===== src/rtl/vdma_lsram_reader.sv =====
// VDMA line-buffer read engine: burst-reads the LSRAM, absorbs its read latency
// and streams the words out through a credit-limited skid FIFO.
module vdma_lsram_reader #(
    parameter int RWIDTH     = 32,
    parameter int ADDR_WIDTH = 7,
    parameter int RD_LATENCY = 2,
    parameter int SKID_DEPTH = 4
) (
    input  logic                  CLOCK,
    input  logic                  RESET,
    input  logic                  START,
    input  logic [ADDR_WIDTH-1:0] START_ADDR,
    input  logic [ADDR_WIDTH:0]   LEN,
    output logic                  BUSY,
    output logic                  DONE,
    output logic                  RAM_REN,
    output logic [ADDR_WIDTH-1:0] RAM_RADDR,
    input  logic [RWIDTH-1:0]     RAM_RDATA,
    output logic [RWIDTH-1:0]     M_DATA,
    output logic                  M_VALID,
    input  logic                  M_READY,
    output logic                  M_LAST
);
    localparam int LW = ADDR_WIDTH + 1;
    localparam int CW = $clog2(SKID_DEPTH + 1);
    localparam int PW = (SKID_DEPTH > 1) ? $clog2(SKID_DEPTH) : 1;

    typedef enum logic [1:0] {IDLE, READ, DRAIN} state_t;

    state_t                state_q, state_d;
    logic                  busy_q, busy_d, done_q, done_d, ren_q, ren_d;
    logic [ADDR_WIDTH-1:0] raddr_q, raddr_d;
    logic [LW-1:0]         len_q, len_d, issued_q, issued_d;
    logic [CW-1:0]         inflight_q, inflight_d, cnt_q, cnt_d;
    logic [RD_LATENCY-1:0] pv_q, pv_d, pl_q, pl_d;
    logic [RWIDTH-1:0]     mem_q [SKID_DEPTH];
    logic [RWIDTH-1:0]     mem_d [SKID_DEPTH];
    logic [SKID_DEPTH-1:0] mlast_q, mlast_d;
    logic [PW-1:0]         wr_ptr_q, wr_ptr_d, rd_ptr_q, rd_ptr_d;
    logic [RWIDTH-1:0]     m_data_q, m_data_d;
    logic                  m_valid_q, m_valid_d, m_last_q, m_last_d;
    logic                  push, pop, last_issue;

    function automatic logic [PW-1:0] ptr_inc(input logic [PW-1:0] p);
        return (p == PW'(SKID_DEPTH - 1)) ? '0 : p + PW'(1);
    endfunction

    always_comb begin
        push       = pv_q[RD_LATENCY-1];
        pop        = m_valid_q && M_READY;
        last_issue = ren_q && (issued_q == len_q - LW'(1));

        state_d  = state_q;
        len_d    = len_q;
        done_d   = 1'b0;
        issued_d = issued_q + LW'(ren_q);
        raddr_d  = ren_q ? raddr_q + ADDR_WIDTH'(1) : raddr_q;

        case (state_q)
            IDLE: begin
                if (START) begin
                    if (LEN != '0) begin
                        state_d  = READ;
                        len_d    = LEN;
                        raddr_d  = START_ADDR;
                        issued_d = '0;
                    end else begin
                        done_d = 1'b1;
                    end
                end
            end
            READ:    if (last_issue) state_d = DRAIN;
            DRAIN: begin
                if (pop && m_last_q) begin
                    state_d = IDLE;
                    done_d  = 1'b1;
                end
            end
            default: state_d = IDLE;
        endcase

        pv_d[0] = ren_q;
        pl_d[0] = last_issue;
        for (int unsigned i = 1; i < RD_LATENCY; i++) begin
            pv_d[i] = pv_q[i-1];
            pl_d[i] = pl_q[i-1];
        end

        inflight_d = inflight_q + CW'(ren_q) - CW'(push);
        cnt_d      = cnt_q + CW'(push) - CW'(pop);
        wr_ptr_d   = push ? ptr_inc(wr_ptr_q) : wr_ptr_q;
        rd_ptr_d   = pop  ? ptr_inc(rd_ptr_q) : rd_ptr_q;

        mem_d   = mem_q;
        mlast_d = mlast_q;
        if (push) begin
            mem_d[wr_ptr_q]   = RAM_RDATA;
            mlast_d[wr_ptr_q] = pl_q[RD_LATENCY-1];
        end

        // Next head bypasses the array when the word being written becomes the head.
        m_valid_d = (cnt_d != '0);
        m_data_d  = m_data_q;
        m_last_d  = 1'b0;
        if (push && (wr_ptr_q == rd_ptr_d)) begin
            m_data_d = RAM_RDATA;
            m_last_d = pl_q[RD_LATENCY-1];
        end else if (cnt_d != '0) begin
            m_data_d = mem_q[rd_ptr_d];
            m_last_d = mlast_q[rd_ptr_d];
        end

        // Each issued read reserves a FIFO slot until it is popped.
        ren_d  = (state_d == READ) && (issued_d < len_d) &&
                 (({1'b0, inflight_d} + {1'b0, cnt_d}) < (CW+1)'(SKID_DEPTH));
        busy_d = (state_d != IDLE);
    end

    always_ff @(posedge CLOCK) begin
        if (RESET) begin
            state_q    <= IDLE;
            busy_q     <= 1'b0;
            done_q     <= 1'b0;
            ren_q      <= 1'b0;
            raddr_q    <= '0;
            len_q      <= '0;
            issued_q   <= '0;
            inflight_q <= '0;
            cnt_q      <= '0;
            pv_q       <= '0;
            pl_q       <= '0;
            mlast_q    <= '0;
            wr_ptr_q   <= '0;
            rd_ptr_q   <= '0;
            m_data_q   <= '0;
            m_valid_q  <= 1'b0;
            m_last_q   <= 1'b0;
        end else begin
            state_q    <= state_d;
            busy_q     <= busy_d;
            done_q     <= done_d;
            ren_q      <= ren_d;
            raddr_q    <= raddr_d;
            len_q      <= len_d;
            issued_q   <= issued_d;
            inflight_q <= inflight_d;
            cnt_q      <= cnt_d;
            pv_q       <= pv_d;
            pl_q       <= pl_d;
            mlast_q    <= mlast_d;
            wr_ptr_q   <= wr_ptr_d;
            rd_ptr_q   <= rd_ptr_d;
            m_data_q   <= m_data_d;
            m_valid_q  <= m_valid_d;
            m_last_q   <= m_last_d;
        end
    end

    always_ff @(posedge CLOCK) begin
        mem_q <= mem_d;
    end

    assign BUSY      = busy_q;
    assign DONE      = done_q;
    assign RAM_REN   = ren_q;
    assign RAM_RADDR = raddr_q;
    assign M_DATA    = m_data_q;
    assign M_VALID   = m_valid_q;
    assign M_LAST    = m_last_q;

endmodule


===== config.mk =====
export PLATFORM = sky130hd
export DESIGN_NAME = vdma_lsram_reader
export DESIGN_NICKNAME = d
export VERILOG_FILES = /design/src/rtl/vdma_lsram_reader.sv
export SDC_FILE = /design/constraint.sdc
export NUM_CORES = 1
export LEC_CHECK = 0
export ABC_AREA = 0
export BUFFER_PORTS_ARGS = -buffer_cell sky130_fd_sc_hd__buf_2
export CAP_MARGIN = 20
export CORE_UTILIZATION = 57
export CTS_CLUSTER_DIAMETER = 200
export DETAILED_ROUTE_END_ITERATION = 8
export PLACE_DENSITY = 0.74
export SETUP_SLACK_MARGIN = 0.1
export SYNTH_ARGS = -nofsm -noshare
export SYNTH_HDL_FRONTEND = slang
export SYNTH_SLANG_ARGS = --single-unit

===== constraint.sdc =====
create_clock -name CLOCK -period 4 [get_ports CLOCK]
set_input_delay 0.8 -clock CLOCK [delete_from_list [all_inputs] [get_ports CLOCK]]
set_output_delay 0.8 -clock CLOCK [all_outputs]
set_load 0.005 [all_outputs]

==> flow_metrics.env, run 1 <==
export IMPL_asyncSetResetFlopFracSynth_pct=0
export IMPL_initial_antenna_violation_count=0
export IMPL_synth_area_sq_um=8870
export IMPL_route_detailed_vias_per_inst=6.12
export IMPL_post_route_cells_drive_above_1_share_pct=22.2
export IMPL_grt_max_degree=80
export IMPL_max_cap_violations=0
export IMPL_busiest_layer="met2"
export IMPL_avgSynthCellArea_sq_um=12.0
export IMPL_max_vdd_ir_drop_mv=0.382
export IMPL_cp_max_fo=8
export IMPL_global_route_usage_met1_pct=31.9
export IMPL_vias_in_the_first_global_route=6553
export IMPL_slew_headroom_pct=32.3
export IMPL_ys_dominant_reg_cell="edfxtp_1"
export IMPL_cts_inserted_buffers=21
export IMPL_clock_power_share_pct=30.3
export IMPL_synth_xor_xnor_area_share_pct=2.78
export IMPL_post_synthesis_mux_area_share_pct=4.66
export IMPL_globalRouteTotalUtil_pct=26.2
export IMPL_synth_edf_count=128
export IMPL_rows=45
export IMPL_hold_violations=0
export IMPL_final_fill_count=1100
export IMPL_holdCritPathClass="flip-flop to flip-flop"
export IMPL_finalCriticalPeriod_ns=3.47
export IMPL_yosys_area_share_adder_pct=3.56
export IMPL_most_common_layout_cells="edfxtp_1, buf_2, dfxtp_1, nand3_1, nor2_1"
export IMPL_insertedDiodeCount=0
export IMPL_avgRoutedWirePerCell_um=19.9
export IMPL_crit_path_start_kind="flip-flop"
export IMPL_grt_setup_unrepaired="no"
export IMPL_maxClockFrequency_ghz=0.288
export IMPL_yosys_register_bits=208
export IMPL_timing_max_transition_violations_final=0
export IMPL_h_tree_depth=1
export IMPL_setup_worst_path_class="flip-flop to flip-flop"
export IMPL_grt_ovf=0
export IMPL_p_int_mw=4.33
export IMPL_tritoncts="yes"
export IMPL_wl_mm=20.4
export IMPL_power_frac_seq_pct=41.1
export IMPL_timing_hold_worst_start="pv_q[0]"
export IMPL_crit_path_capture_type="flip-flop"
export IMPL_ys_warnings_count=0
export IMPL_timing_critical_path_arrival_ns=3.91
export IMPL_p_sw_mw=1.96
export IMPL_critical_path_reg2reg_startpoint="pv_q[1]"
export IMPL_share_of_the_core_filled_with_cells_in_the_final_layout_pct=67.2
export IMPL_post_place_ws_ns=0.133
export IMPL_leakage_power_nw=3.80
export IMPL_route_vias_total=6258
export IMPL_dp_hpwl_mm=11.9
export IMPL_drc_errors=0
export IMPL_final_count_of_negative_setup_slack_endpoints=0
export IMPL_port_buffer_count=94
export IMPL_dominant_combinational_cell_family_by_area_after_synthesis="simple AND/OR/NAND/NOR gates"
export IMPL_synth_distinct_cells=60
export IMPL_power_mw=6.29
export IMPL_grt_use_met3_pct=3.71
export IMPL_firstDrtPassIters=5
export IMPL_iteration_0_drc_count_of_the_detailed_router=540
export IMPL_synthCells=738
export IMPL_cts_post_setup_buffers_inserted=0
export IMPL_setup_slack_ns=0.531
export IMPL_layout_cells_most_common="edfxtp_1"
export IMPL_ys_seq_area_share_pct=61.4
export IMPL_cts_hold_buffers_added=0
export IMPL_core_region_area_sq_um=15200
export IMPL_clk_latency_ns=0.50
export IMPL_clock_root_buffer="clkbuf_16"
export IMPL_comb_power_share_pct=28.5
export IMPL_syn_nets=813
export IMPL_gpl_final_weighted_congestion=0.793
export IMPL_status="finished, final reports clean"
export IMPL_synth_compound_gate_area_share_pct=11.5
export IMPL_final_net_count=895
export IMPL_grt_util_met2_pct=47.4
export IMPL_fp_dieW_um=127
export IMPL_worst_pin_slew_ns=1.02
export IMPL_initial_standard_cell_utilization_of_the_core_pct=58.3
export IMPL_clock_tree_buffer_depth=3
export IMPL_required_ns=4.44
export IMPL_synthSimpleGateAreaFrac_pct=13.2
export IMPL_critical_path_startpoint="pv_q[1]"
export IMPL_power_density_nw_per_um2=616
export IMPL_clock_skew_final_ns=0.00683
export IMPL_worst_setup_hold_path_clk_slew_ns=0.06
export IMPL_finalSetupTns_ns=0
export IMPL_die_height_um=127
export IMPL_ios=95
export IMPL_detail_route_antenna_nets=0
export IMPL_area_growth_synth_to_final_pct=15.2
export IMPL_design_die_area_sq_um=16100
export IMPL_cts_sink_count=208
export IMPL_portion_of_the_clock_cycle_consumed_by_the_worst_path_in_the_final_layout_pct=86.7
export IMPL_worst_hold_slack_ns=0.441
export IMPL_post_cts_resized=0
export IMPL_grt_first_pass_wirelength_mm=33.0
export IMPL_swShare_pct=31.2
-- logic make-up (layout without fill, tap and decap cells) --
kind of cell / count (synthesis) / count (layout)
and+or+nand+nor: 237 / 237
DFF: 208 / 208
AOI/OAI and AO/OA: 142 / 142
buffers and inverters: 66 / 163
muxes: 36 / 36
xor gates and xnor gates: 25 / 25
adders and majority gates: 24 / 24
-- worst max-delay path: stages, from the launching register on --
cell and delay (ns):
dfxtp_1 0.53, inv_1 0.15, ha_1 0.30, inv_1 0.04, ha_1 0.18, fa_1 0.38, xnor3_1 0.40, ha_1 0.29
or4_1 0.46, a311o_1 0.33, nor3_1 0.14, and4_1 0.20
-- cells in the mapped netlist, types with 2 or more instances --
master     number  area (sq um)
a2111oi_0       2          17.5
a211oi_1        8          60.1
a21bo_2         2          20.0
a21o_1          2          15.0
a21oi_1        11          55.1
a22oi_1         8          60.1
a311oi_1       32           280
and2_1          8          50.1
and3_1          3          18.8
buf_1           2          7.51
buf_2           8          40.0
clkbuf_1       41           154
dfxtp_1        80          1600
edfxtp_1      128          3840
fa_1            2          40.0
ha_1           22           275
inv_1          14          52.6
mux2_1          8          90.1
mux2_2         24           270
mux2i_1         3          30.0
nand2_1        42           158
nand2b_1        4          25.0
nand3_1        69           345
nand4_1         4          25.0
nor2_1         66           248
nor2b_1        10          62.6
nor3_1         13          65.1
nor3b_1         2          15.0
o211ai_1       32           240
o21ai_0        33           165
or3b_2          2          17.5
or4_1           3          22.5
xnor2_1        13           114
xnor3_1         2          45.0
xor2_1         10          87.6
-- area by class of cell --
cell class	count	area, sq um	area share [%]
flip-flops and latches	208	5450	53.3
multi-input cells	464	3190	31.3
clock inverters	6	56.3	0.551
clock buffers	32	617	6.04
repair buffers	111	611	5.98
inverters	14	52.6	0.515
well taps	188	235	2.30
-- sequential cells by signal, indices dropped and copies added, names as in the netlist --
name,flops
RAM_REN,1
wr_ptr_q,2
len_q,8
pl_q,2
M_VALID,1
cnt_q,3
M_LAST,1
rd_ptr_q,2
DONE,1
inflight_q,3
RAM_RADDR,7
BUSY,1
mlast_q,4
mem_q,128
state_q,2
pv_q,2
M_DATA,32
issued_q,8
-- metal layers --
metal / up-vias / wire [um]
met5: - / 0
met4: 0 / 476
met3: 39 / 1130
met2: 217 / 10400
met1: 3081 / 8360
li1: 2921 / -
-- per-stage QoR --
| step | area, sq um | std cells |
|---|---|---|
| 3_3_place_gp | 9540 | 985 |
| 5_1_grt | 10200 | 1023 |
| 3_5_place_dp | 9540 | 985 |
| 4_1_cts | 10200 | 1023 |
| 2_1_floorplan | 8870 | 738 |
| 6_report | 10200 | 1023 |
-- power by group through the flow --
stage	registers, mW	logic, mW	clock network (mW)
after floorplan	2.61	1.10	0
after CTS	2.59	1.78	1.94
final	2.59	1.80	1.91
after detailed placement	2.63	1.77	0
after global placement	2.62	1.70	0
after global routing	2.61	1.97	2.02
-- path summary, 6_finish.rpt --
check | endpoint | slack, ns | depth (start not counted)
worst max-delay path | RAM_REN | 0.53 | 11
worst min-delay path | pv_q[1] | 0.44 | 1
worst max register to register | RAM_REN | 0.53 | 11
worst min register to register | pv_q[1] | 0.44 | 1
(Power assumes the default switching activity.)
==> inputs of run 2 (changes only) <==
--- a/config.mk
+++ b/config.mk
@@ -12,6 +12,7 @@
 export CTS_CLUSTER_DIAMETER = 200
 export DETAILED_ROUTE_END_ITERATION = 8
 export PLACE_DENSITY = 0.74
+export REMOVE_ABC_BUFFERS = 1
 export SETUP_SLACK_MARGIN = 0.1
 export SYNTH_ARGS = -nofsm -noshare
 export SYNTH_HDL_FRONTEND = slang
==> flow_metrics.env, run 2 (synthesized netlist as in run 1, its figures left out) <==
export IMPL_worst_hold_slack_ns=0.456
export IMPL_register_area_sq_um=5450
export IMPL_worst_setup_hold_path_clk_slew_ns=0.06
export IMPL_final_count_of_negative_setup_slack_endpoints=0
export IMPL_most_numerous_cell_on_the_critical_path="ha_1"
export IMPL_clock_power_share_pct=30.6
export IMPL_most_common_layout_cells="edfxtp_1, buf_2, dfxtp_1, nand3_1, nor2_1"
export IMPL_avgRoutedWirePerCell_um=20.1
export IMPL_route_met2_wl_mm=10.2
export IMPL_wl_mm=20.5
export IMPL_cts_sink_count=208
export IMPL_area_growth_synth_to_final_pct=14.8
export IMPL_p_int_mw=4.30
export IMPL_grt_first_pass_wirelength_mm=32.1
export IMPL_wl_met3_mm=1.47
export IMPL_firstDrtPassIters=6
export IMPL_core_region_area_sq_um=15200
export IMPL_rows=45
export IMPL_post_route_cells_drive_above_1_share_pct=21.5
export IMPL_clock_root_buffer="clkbuf_16"
export IMPL_cpLargestDelayFamily="adder cells"
export IMPL_gpl_final_weighted_congestion=0.769
export IMPL_die_height_um=127
export IMPL_post_cts_resized=0
export IMPL_maxClockFrequency_ghz=0.293
export IMPL_timing_critical_path_arrival_ns=3.85
export IMPL_iteration_0_drc_count_of_the_detailed_router=572
export IMPL_crit_path_cell_trace="inv_1 -> ha_1 -> inv_1 -> ha_1 -> fa_1 -> xnor3_1 -> ha_1 -> or4_1 -> a311o_1 -> nor3_1 -> and4_1"
export IMPL_setup_worst_path_class="flip-flop to flip-flop"
export IMPL_vias_in_the_first_global_route=6293
export IMPL_power_frac_seq_pct=41.5
export IMPL_drc_errors=0
export IMPL_initial_antenna_violation_count=3
export IMPL_globalRouteTotalUtil_pct=25.7
export IMPL_largest_register_ff_count=128
export IMPL_crit_path_start_kind="flip-flop"
export IMPL_grt_setup_unrepaired="no"
export IMPL_cts_hold_buffers_added=0
export IMPL_final_fill_count=1120
export IMPL_holdCritPathClass="flip-flop to flip-flop"
export IMPL_design_die_area_sq_um=16100
export IMPL_timing_max_transition_violations_final=0
export IMPL_ios=95
export IMPL_route_top_layer_used="met5"
export IMPL_worst_pin_slew_ns=0.987
export IMPL_status="finished, final reports clean"
export IMPL_cp_max_fo=8
export IMPL_tritoncts="yes"
export IMPL_route_vias_total=6375
export IMPL_port_buffer_count=94
export IMPL_routedLengthMet1_mm=8.42
export IMPL_detail_route_antenna_nets=0
export IMPL_comb_power_share_pct=27.9
export IMPL_initial_standard_cell_utilization_of_the_core_pct=58.3
export IMPL_grt_ovf=0
export IMPL_master_of_the_slowest_instance_on_the_critical_path="dfxtp_1"
export IMPL_clock_tree_buffer_depth=3
export IMPL_regMostFlops="mem_q"
export IMPL_grt_max_degree=67
export IMPL_portion_of_the_clock_cycle_consumed_by_the_worst_path_in_the_final_layout_pct=85.4
export IMPL_cts_inserted_buffers=21
export IMPL_power_density_nw_per_um2=613
export IMPL_route_detailed_vias_per_inst=6.24
export IMPL_p_sw_mw=1.94
export IMPL_finalCriticalPeriod_ns=3.42
export IMPL_hold_violations=0
export IMPL_layout_cells_most_common="edfxtp_1"
export IMPL_fp_dieW_um=127
export IMPL_finalSetupTns_ns=0
export IMPL_max_cap_violations=0
export IMPL_max_vdd_ir_drop_mv=0.471
export IMPL_leakage_power_nw=3.78
export IMPL_slew_headroom_pct=34.2
export IMPL_multiInputGateArea_sq_um=3190
export IMPL_cts_post_setup_buffers_inserted=0
export IMPL_required_ns=4.43
export IMPL_swShare_pct=31.1
export IMPL_final_net_count=892
export IMPL_dp_hpwl_mm=11.9
export IMPL_critical_path_max_stage_delay_ns=0.51
export IMPL_crit_path_capture_type="flip-flop"
export IMPL_path_buf_inv=2
export IMPL_h_tree_depth=1
export IMPL_clock_skew_final_ns=0.0104
export IMPL_clk_latency_ns=0.50
[run 2: power by group through the flow]
stage	Combinational, mW	Clock, mW	Sequential (mW)
floorplan	1.02	0	2.62
global placement	1.67	0	2.62
detailed placement	1.74	0	2.63
CTS	1.75	1.93	2.59
global route	1.90	2.01	2.61
finish	1.74	1.91	2.59
[run 2: cell type report]
class | instances | area share, %
inverter | 14 | 0.516
clock inverter | 4 | 0.492
antenna | 1 | 0.0246
tap | 188 | 2.31
sequential | 208 | 53.5
multi-input combinational | 464 | 31.4
clock buffer | 34 | 6.05
timing repair buffer | 108 | 5.78
[run 2: through the flow]
step / cells / instance area [sq um] / setup slack (ns) / util (%) / total power [mW]
floorplan: 686 / 8660 / -0.922 / - / 3.63
global placement: 982 / 9510 / 0.208 / 62.6 / 4.28
detailed placement: 982 / 9510 / 0.135 / 62.6 / 4.37
CTS: 1020 / 10200 / 0.563 / 67.0 / 6.26
global route: 1021 / 10200 / 0.424 / 67.0 / 6.52
finish: 1021 / 10200 / 0.584 / 67.0 / 6.24
[run 2: worst paths after layout]
kind            from  cells after the start  slack (ns)      end
max reg2reg  pv_q[1]                     11        0.58  RAM_REN
max          pv_q[1]                     11        0.58  RAM_REN
min reg2reg  pl_q[0]                      1        0.46  pl_q[1]
min          pl_q[0]                      1        0.46  pl_q[1]
[run 2: metal layers]
| layer | global-route usage, % | up-vias |
|---|---|---|
| li1 | - | 2925 |
| met5 | 0 | - |
| met4 | 8.05 | 4 |
| met1 | 32.2 | 3147 |
| met3 | 4.13 | 36 |
| met2 | 45.7 | 263 |
==> inputs of run 3 (changes only) <==
--- a/config.mk
+++ b/config.mk
@@ -9,6 +9,7 @@
 export BUFFER_PORTS_ARGS = -buffer_cell sky130_fd_sc_hd__buf_2
 export CAP_MARGIN = 20
 export CORE_UTILIZATION = 57
+export CTS_BUF_LIST = sky130_fd_sc_hd__clkbuf_4
 export CTS_CLUSTER_DIAMETER = 200
 export DETAILED_ROUTE_END_ITERATION = 8
 export PLACE_DENSITY = 0.74
==> flow_metrics.env, run 3 (synthesized netlist as in run 1, its figures left out) <==
export IMPL_port_buffer_count=94
export IMPL_tritoncts="yes"
export IMPL_gpl_final_weighted_congestion=0.769
export IMPL_largest_register_ff_count=128
export IMPL_leakage_power_nw=3.90
export IMPL_cts_post_setup_buffers_inserted=0
export IMPL_most_numerous_cell_on_the_critical_path="ha_1"
export IMPL_initial_antenna_violation_count=3
export IMPL_ff2ff_path_depth=11
export IMPL_grt_setup_unrepaired="no"
export IMPL_portion_of_the_clock_cycle_consumed_by_the_worst_path_in_the_final_layout_pct=85.6
export IMPL_timing_max_transition_violations_final=0
export IMPL_hold_violations=0
export IMPL_grt_first_pass_wirelength_mm=32.2
export IMPL_core_region_area_sq_um=15200
export IMPL_firstDrtPassIters=4
export IMPL_drc_errors=0
export IMPL_most_common_layout_cells="edfxtp_1, buf_2, clkbuf_4, dfxtp_1, nand3_1"
export IMPL_ios=95
export IMPL_fp_dieW_um=127
export IMPL_worst_hold_slack_ns=0.397
export IMPL_cp_endpoint="RAM_REN"
export IMPL_register_area_sq_um=5450
export IMPL_rrSetupSlack_ns=0.58
export IMPL_clock_tree_buffer_depth=3
export IMPL_route_vias_total=6482
export IMPL_route_detailed_vias_per_inst=6.00
export IMPL_clk_latency_ns=0.65
export IMPL_wl_mm=20.6
export IMPL_vias_in_the_first_global_route=6485
export IMPL_max_vdd_ir_drop_mv=0.427
export IMPL_crit_reg2reg_capture="RAM_REN"
export IMPL_design_die_area_sq_um=16100
export IMPL_master_of_the_slowest_instance_on_the_critical_path="dfxtp_1"
export IMPL_grt_ovf=0
export IMPL_critical_path_max_stage_delay_ns=0.52
export IMPL_maxClockFrequency_ghz=0.292
export IMPL_final_net_count=925
export IMPL_crit_path_start_kind="flip-flop"
export IMPL_finalCriticalPeriod_ns=3.42
export IMPL_post_route_cells_drive_above_1_share_pct=26.9
export IMPL_power_mw=6.23
export IMPL_clock_skew_final_ns=0.0320
export IMPL_post_layout_nonfiller_instances=1081
export IMPL_cts_inserted_buffers=54
export IMPL_initial_standard_cell_utilization_of_the_core_pct=58.3
export IMPL_grt_max_degree=67
export IMPL_critical_path_reg2reg_startpoint="pv_q[1]"
export IMPL_worst_pin_slew_ns=0.990
export IMPL_slew_headroom_pct=34.0
export IMPL_setup_worst_path_class="flip-flop to flip-flop"
export IMPL_avgRoutedWirePerCell_um=19.1
export IMPL_detail_route_antenna_nets=0
export IMPL_globalRouteTotalUtil_pct=25.9
export IMPL_crit_path_capture_type="flip-flop"
export IMPL_max_cap_violations=0
export IMPL_status="finished, final reports clean"
export IMPL_multiInputGateArea_sq_um=3190
export IMPL_iteration_0_drc_count_of_the_detailed_router=516
export IMPL_rows=45
export IMPL_h_tree_depth=2
export IMPL_placedInstanceArea_sq_um=9510
export IMPL_timing_critical_path_arrival_ns=3.98
export IMPL_crit_path_cell_trace="inv_1 -> ha_1 -> inv_1 -> ha_1 -> fa_1 -> xnor3_1 -> ha_1 -> or4_1 -> a311o_1 -> nor3_1 -> and4_1"
export IMPL_cts_hold_buffers_added=0
export IMPL_die_height_um=127
export IMPL_place_inst=982
export IMPL_dp_hpwl_mm=11.9
export IMPL_cts_sink_count=208
export IMPL_layout_cells_most_common="edfxtp_1"
export IMPL_regMostFlops="mem_q"
export IMPL_clock_root_buffer="clkbuf_4"
export IMPL_final_count_of_negative_setup_slack_endpoints=0
export IMPL_post_cts_resized=0
export IMPL_worst_setup_hold_path_clk_slew_ns=0.06
export IMPL_final_fill_count=1146
export IMPL_area_growth_synth_to_final_pct=15.6
export IMPL_cp_max_fo=8
export IMPL_required_ns=4.56
export IMPL_post_route_cell_area_sq_um=10200
export IMPL_critical_path_startpoint="pv_q[1]"
export IMPL_power_density_nw_per_um2=608
export IMPL_holdCritPathClass="input pin to flip-flop"
[run 3: cell types whose count changed in the layout (fill, tap and decap cells not counted), sizes merged]
cell,delta
clkinvlp,-1
bufinv,+1
inv,-1
clkbuf,+48
clkinv,+13
[run 3: worst min-delay path by stage]
stage | from | end | slack [ns] | cells after the start
2_1_floorplan | pl_q[0] | pl_q[1] | 0.41 | 1
5_1_grt | RAM_RDATA[24] | mem_q[56] | 0.34 | 1
4_1_cts | RAM_RDATA[23] | mem_q[87] | 0.35 | 1
3_3_place_gp | pv_q[0] | pv_q[1] | 0.43 | 1
6_report | RAM_RDATA[10] | mem_q[106] | 0.40 | 1
3_5_place_dp | pv_q[0] | pv_q[1] | 0.44 | 1
[run 3: metal layers]
layer | track usage (%) | up-vias | wire, um
li1 | - | 3023 | -
met1 | 31.5 | 3174 | 8410
met2 | 45.6 | 256 | 10400
met3 | 6.20 | 25 | 1550
met4 | 8.40 | 4 | 212
met5 | 0 | - | 23
[run 3: critical path: cells and delay by family (launching register included)]
family | cells | cell delay [ns]
AOI/OAI and AO/OA | 1 | 0.32
xor gates and xnor gates | 1 | 0.39
adders and majority gates | 4 | 1.14
buffers and inverters | 2 | 0.18
DFF | 1 | 0.52
and+or+nand+nor | 3 | 0.80
[run 3: where the power goes]
part,switching (mW),internal (mW),leakage (nW)
registers,0.124,2.47,1.81
clock network,0.836,1.07,0.437
logic,1.03,0.713,1.65
total,1.99,4.24,3.90
[run 3: area by class of cell]
class	instances	area share [%]
Antenna cell	1	0.0244
Clock buffer	82	6.01
Clock inverter	16	1.15
Inverter	14	0.513
Multi-Input combinational cell	464	31.2
Sequential cell	208	53.1
Tap cell	188	2.29
Timing Repair Buffer	108	5.74
[run 3: per-stage QoR]
stage	setup TNS, ns	setup slack, ns	util [%]
final	0	0.577	67.4
after global routing	0	0.380	67.4
after CTS	0	0.563	67.4
after detailed placement	0	0.135	62.6
after global placement	0	0.208	62.6
after floorplan	-28.96	-0.922	-
